<file path="src/rtl/mem_port_arbiter.sv">
// Round-robin arbiter sharing one memory port between four requesters.
// Holds the grant until mem_done, with a watchdog that aborts stuck transactions.
module mem_port_arbiter #(
  parameter int TIMEOUT = 16,
  parameter int CNT_W   = 8
) (
  input  logic       clock,
  input  logic       reset,
  input  logic [3:0] req,
  input  logic       mem_done,
  output logic [3:0] grant,
  output logic [1:0] sel,
  output logic       mem_start,
  output logic       busy,
  output logic       timeout_err,
  output logic [1:0] err_id,
  output logic       state_dbg,
  output logic [1:0] last_dbg
);

  // Handshake: mem_start is a one-cycle strobe on the first BUSY cycle; mem_done is a
  // one-cycle pulse that is only honoured while BUSY (ignored in IDLE).
  localparam logic [0:0] IDLE = 1'b0;
  localparam logic [0:0] BUSY = 1'b1;
  localparam logic [CNT_W-1:0] COUNT_LAST = CNT_W'(TIMEOUT - 1);

  logic [0:0]       state_q, state_d;
  logic [3:0]       grant_q, grant_d;
  logic [1:0]       sel_q, sel_d;
  logic             mem_start_q, mem_start_d;
  logic             busy_q, busy_d;
  logic             timeout_err_q, timeout_err_d;
  logic [1:0]       err_id_q, err_id_d;
  logic [1:0]       last_q, last_d;
  logic [CNT_W-1:0] count_q, count_d;

  logic [1:0] winner;
  logic [1:0] idx;
  logic       found;

  // Search starts just after the last served requester, ending on it.
  always_comb begin
    winner = last_q;
    idx    = last_q;
    found  = 1'b0;
    for (int i = 1; i <= 4; i++) begin
      idx = last_q + 2'(i);
      if (!found && req[idx]) begin
        winner = idx;
        found  = 1'b1;
      end
    end
  end

  always_comb begin
    state_d       = state_q;
    grant_d       = grant_q;
    sel_d         = sel_q;
    mem_start_d   = 1'b0;
    busy_d        = busy_q;
    timeout_err_d = 1'b0;
    err_id_d      = err_id_q;
    last_d        = last_q;
    count_d       = count_q;
    case (state_q)
      IDLE: begin
        grant_d = 4'b0000;
        busy_d  = 1'b0;
        if (found) begin
          state_d     = BUSY;
          grant_d     = 4'b0001 << winner;
          sel_d       = winner;
          busy_d      = 1'b1;
          mem_start_d = 1'b1;
          count_d     = '0;
        end
      end
      BUSY: begin
        if (mem_done) begin
          state_d = IDLE;
          grant_d = 4'b0000;
          busy_d  = 1'b0;
          last_d  = sel_q;
        end else if (count_q == COUNT_LAST) begin
          state_d       = IDLE;
          grant_d       = 4'b0000;
          busy_d        = 1'b0;
          timeout_err_d = 1'b1;
          err_id_d      = sel_q;
          last_d        = sel_q;
        end else begin
          count_d = count_q + 1'b1;
        end
      end
      default: begin
        state_d = IDLE;
        grant_d = 4'b0000;
        busy_d  = 1'b0;
      end
    endcase
  end

  always_ff @(posedge clock) begin
    if (reset) begin
      state_q       <= IDLE;
      grant_q       <= 4'b0000;
      sel_q         <= 2'd0;
      mem_start_q   <= 1'b0;
      busy_q        <= 1'b0;
      timeout_err_q <= 1'b0;
      err_id_q      <= 2'd0;
      last_q        <= 2'd3;
      count_q       <= '0;
    end else begin
      state_q       <= state_d;
      grant_q       <= grant_d;
      sel_q         <= sel_d;
      mem_start_q   <= mem_start_d;
      busy_q        <= busy_d;
      timeout_err_q <= timeout_err_d;
      err_id_q      <= err_id_d;
      last_q        <= last_d;
      count_q       <= count_d;
    end
  end

  assign grant       = grant_q;
  assign sel         = sel_q;
  assign mem_start   = mem_start_q;
  assign busy        = busy_q;
  assign timeout_err = timeout_err_q;
  assign err_id      = err_id_q;
  assign state_dbg   = state_q[0];
  assign last_dbg    = last_q;

endmodule

</file>
<file path="config.mk">
export PLATFORM = sky130hd
export DESIGN_NAME = mem_port_arbiter
export DESIGN_NICKNAME = d
export VERILOG_FILES = /design/src/rtl/mem_port_arbiter.sv
export SDC_FILE = /design/constraint.sdc
export NUM_CORES = 1
export LEC_CHECK = 0
export BUFFER_PORTS_ARGS = -buffer_cell sky130_fd_sc_hd__clkbuf_2
export CAP_MARGIN = 40
export CORE_ASPECT_RATIO = 0.9
export CORE_UTILIZATION = 32
export DETAILED_ROUTE_END_ITERATION = 8
export GPL_ROUTABILITY_DRIVEN = 0
export HOLD_SLACK_MARGIN = 0.03
export MAX_ROUTING_LAYER = met4
export PLACE_DENSITY_LB_ADDON = 0.3
export SLEW_MARGIN = 40
export SYNTH_ARGS = -nofsm -noshare
export SYNTH_HDL_FRONTEND = slang
export SYNTH_SLANG_ARGS = --single-unit
</file>
<file path="constraint.sdc">
create_clock -name clock -period 2.4 [get_ports clock]
set_clock_uncertainty 0.15 [all_clocks]
set_input_delay 0.24 -clock clock [delete_from_list [all_inputs] [get_ports clock]]
set_output_delay 0.24 -clock clock [all_outputs]
set_load 0.05 [all_outputs]
</file>
After elaboration in Yosys (flattened, before gate mapping):

Index checks and enable logic that the tools add are counted.

* output and inout bits: 14
* flip-flop bits (word level): 22

* order comparisons: 4
* multiplexer cells: 34
* $add $sub $neg: 4
* reduce and logical (&&, ||, !) cells: 13
* shifts and indexed selects: 1
* bitwise logic cells: 2
* eq/ne operators: 5

Operators with widths (count)
* $mux W8: 3
* $pmux W8 S2: 1
* $mux W1: 14
* $lt A2 B3 Y1 const B: 4
* $mux W2: 6
* $mux W4: 3
* $add A8 B1 Y8 const B: 1
* $bmux W1 S2: 4
* $eq A8 B4 Y1 const B: 1
* $pmux W4 S2: 1
* $ne A2 B2 Y1 const B: 3
* $reduce_and A3 Y1: 2
* $add A2 B2 Y2 const B: 2
* $pmux W1 S2: 2
* $reduce_and A2 Y1: 2
* $shl A1 B2 Y4 const A: 1
* $logic_and A1 B1 Y1: 3
* $logic_not A1 Y1: 3
* $ne A3 B2 Y1 const B: 1
* $reduce_or A3 Y1: 1
* $add A2 B1 Y2 const B: 1
* $not A1 Y1: 2
* $reduce_bool A2 Y1: 1
* $reduce_or A2 Y1: 1

Longest topological paths before layout:

* depth after elaboration: 16
* depth in mapped cells: 7
* mapped depth without buffers: 6

Worst setup path before layout:

Ideal clock, no wire load.

* kind: reg2reg
* start: register last_q[1], in the netlist last_dbg[1]
* end: register grant_q[1], in the netlist grant[1]
* buffers on the path: 1
* path slack: 466 ps
* cell stages (with the launch flop): 7
* arrival: 1657 ps
* required time: 2122 ps
* library setup time: 128 ps
* cell sequence: dfxtp_1 > buf_2 > mux2i_1 > nor2_1 > or3_1 > a22oi_1 > nor2_1

* cells in the longest elaborated chain, start to end: 16
* elaborated cells on any way between the ends: 28
* classes of those cells: add/sub (3); shift (1); mux (18); reduce/logical (6)

Ends and longest elaborated chain
* start, declared: line 34 `logic [1:0] last_q, last_d;`
* start signal, assigned: line 122 `last_q <= last_d;`
* $add A2 B1 Y2: line 47 `idx = last_q + 2'(i);`
* $bmux W1 S2: line 48 `if (!found && req[idx]) begin`
* $mux W1 (not written as such): line 48
* $mux W1: line 48
* $logic_not A1 Y1: line 48
* $logic_and A1 B1 Y1: line 48
* $mux W1: line 48
* $logic_not A1 Y1: line 48
* $logic_and A1 B1 Y1: line 48
* $mux W1: line 48
* $logic_not A1 Y1: line 48
* $logic_and A1 B1 Y1: line 48
* $mux W2: line 48
* $shl A1 B2 Y4: line 71 `grant_d = 4'b0001 << winner;`
* $mux W4 (*): line 69 `if (found) begin`
* $pmux W4 S2 (*): line 65 `case (state_q)`
* end signal, assigned: line 116 `grant_q <= grant_d;`
* end, declared: line 28 `logic [3:0] grant_q, grant_d;`

Every way passes the cells marked *; elsewhere a longest branch is shown, timed or not. The select of a mux whose other input is x is not followed.
A chain may end at the register's enable or synchronous reset.

Worst setup path in the final report:

* start: register count_q[0]
* end: register count_q[6]

* cells in the longest elaborated chain, start to end: 4
* elaborated cells on any way between the ends: 7
* classes of those cells: add/sub (1); eq/ne (2); mux (3); reduce/logical (1)

Ends and longest elaborated chain
* start, declared: line 35 `logic [CNT_W-1:0] count_q, count_d;`
* start signal, assigned: line 123 `count_q <= count_d;`
* $add A8 B1 Y8: line 92 `count_d = count_q + 1'b1;`
* $mux W8: line 84 `end else if (count_q == COUNT_LAST) begin`
* $mux W8: line 79 `if (mem_done) begin`
* $pmux W8 S2: line 65

Several ways; a longest one is shown, not always the timed one. The select of a mux whose other input is x is not followed.

==> flow_summary.json <==
{
  "status": "finished clean",
  "fp.dieH_um": 54.4,
  "path_cells": "ha_1 > and3_1 > a21oi_2 > buf_4 > o2111ai_1 > xor2_1 > nor2_1",
  "powerDensity_nw_per_um2": 625,
  "die-area_sq_um": 3270,
  "dp.final_hpwl_um": 1440,
  "wire_per_inst_um": 11.4,
  "yosys-top-cells-area": "dfxtp_1 45%, nor2_1 10%, xor2_1 4.5%, mux2i_1 4.1%, a22oi_1 3.1%",
  "firstDrtPassIters": 4,
  "portBuffers": 20,
  "ys_seq_elements": 22,
  "grt_overflow": 0,
  "period_share": 0.729,
  "clock-sinks": 22,
  "drtIter0Drc": 30,
  "rows": 18,
  "netlist_instances": 108,
  "synth_cell_type_count": 35,
  "antenna_found_initial": 0,
  "tns_ns": 0,
  "syn_nets": 116,
  "holdWs_ns": 0.187,
  "synth_top_cell_area_share": 0.451,
  "cts_tree": "built",
  "relSlewSlack": 0.652,
  "start_util": 0.347,
  "ir_drop_uv": 343,
  "drive_gt1_frac": 0.228,
  "maxCapViolations": 0,
  "cts_buffer_depth": 2,
  "cts_htree_levels": 1,
  "clkTransAtPathRegs_ns": 0.11,
  "cts_buffers": 3,
  "vias_per_cell": 4.92,
  "cts_resized": 0,
  "worst_ep_arrival_time_ns": 1.80,
  "start_kind": "register",
  "finalWirelength_um": 1900,
  "hold_viol_final": 0,
  "synth_top_area_cell": "dfxtp_1",
  "grt_usage": 0.139,
  "ios": 21,
  "crit_required_ns": 2.45,
  "seq_area_frac_synth": 0.451,
  "clock_latency_ns": 0.30,
  "postCtsHoldBufs": 0,
  "grt_start_max_net_pins": 18,
  "die-width_um": 60.2,
  "setup_viol": 0,
  "layout_common_cells": "26 x nor2_1, 22 x dfxtp_1, 20 x clkbuf_2, 5 x xor2_1",
  "crit_slowest_cell": "dfxtp_1",
  "finalCriticalPeriod_ns": 1.75,
  "grt_pass1_wl_um": 3240,
  "root_buffer": "clkbuf_4",
  "rsz0062_at_grt": "false",
  "critPathMaxFanout": 15,
  "area_growth_pct": 15.5,
  "nets": 137,
  "end_kind": "register",
  "vias": 821,
  "avgSynthCellArea_sq_um": 9.04,
  "design.core.area_sq_um": 2820,
  "leakage_nw": 0.485,
  "design_area_sq_um": 1130,
  "fmax_ghz": 0.572,
  "syn_area_sq_um": 976,
  "grt_pass1_vias": 726,
  "drc": 0,
  "diodes": 0,
  "hold_class": "in -> reg",
  "final_common_cell": "nor2_1",
  "synth_warnings": 0,
  "worst_slew_pin_slew_ns": 0.522,
  "ant_nets": 0,
  "rrSetupSlack_ns": 0.65,
  "placed_cell_area_sq_um": 1100,
  "slew_viol_final": 0,
  "crit_path_max_incr_delay_ns": 0.40,
  "final_util": 0.400,
  "crit_type": "reg -> reg",
  "post_cts_buffers": 0
}
-- metrics by stage --
| stage | std cells | setup WS [ns] | power (mW) |
|---|---|---|---|
| final | 167 | 0.651 | 0.705 |
| after global routing | 167 | 0.490 | 0.748 |
| after CTS | 167 | 0.643 | 0.713 |
| after detailed placement | 164 | 0.664 | 0.551 |
| after global placement | 164 | 0.709 | 0.548 |
| after floorplan | 108 | 0.466 | 0.516 |
-- cell usage after synthesis (all sizes together) --
cell type	instances
inv	2
nand3b	2
clkbuf	1
or3	1
nor2b	1
mux2i	4
nor2	26
nand2	2
and2	2
a211o	2
ha	1
a31oi	1
nor3b	2
o211ai	1
xnor2	1
a22oi	4
a211oi	1
a21o	2
o21ai	3
a21oi	5
and4	2
xor2	5
nor4	1
o2111ai	2
dfxtp	22
nor3	3
buf	4
and3	1
nand2b	4
-- critical path, delay by kind of cell (launching register included) --
| family | cells | cell delay (ns) |
|---|---|---|
| flops | 1 | 0.40 |
| compound gates | 2 | 0.29 |
| simple gates | 2 | 0.28 |
| buf+inv | 1 | 0.19 |
| fa+ha+maj | 1 | 0.18 |
| xor+xnor | 1 | 0.16 |
-- state kept, by name, indices dropped and copies added, names as in the netlist --
name         flops
grant            4
err_id           2
last_dbg         2
mem_start        1
busy             1
state_dbg        1
sel              2
timeout_err      1
count_q          8
-- cell type report --
| class | count | area, sq um |
|---|---|---|
| multi-input cells | 79 | 499 |
| fillers | 302 | 1690 |
| inverters | 2 | 7.51 |
| flip-flops and latches | 22 | 440 |
| repair buffers | 21 | 108 |
| well taps | 40 | 50.0 |
| clock buffers | 3 | 22.5 |
-- logic make-up after synthesis --
logic type / after synthesis / share of synthesized area
AO/OA/AOI/OAI: 21 / 0.156
XOR/XNOR: 6 / 0.0538
adder cells (fa/ha/maj): 1 / 0.0128
buffers and inverters: 7 / 0.0372
flip-flops: 22 / 0.451
multiplexers: 4 / 0.0410
AND/OR/NAND/NOR: 47 / 0.247
-- layer usage --
layer	GRT usage	wire [um]	up-vias
met3	0.0496	75	2
met4	0.0465	19	0
met2	0.205	797	18
met5	-	0	-
li1	-	-	413
met1	0.176	1010	388
-- path summary, 6_finish.rpt --
path,from,to,depth (start not counted)
worst min-delay path,mem_done,timeout_err,3
worst max-delay path,count_q[0],count_q[6],7
worst min register to register,busy,busy,2
worst max register to register,count_q[0],count_q[6],7
-- power by group --
group          switching [mW]  internal, mW
clock                   0.104        0.0585
sequential             0.0166         0.382
combinational           0.104        0.0395
total                   0.225         0.480
Power figures use the tool's default switching activity.
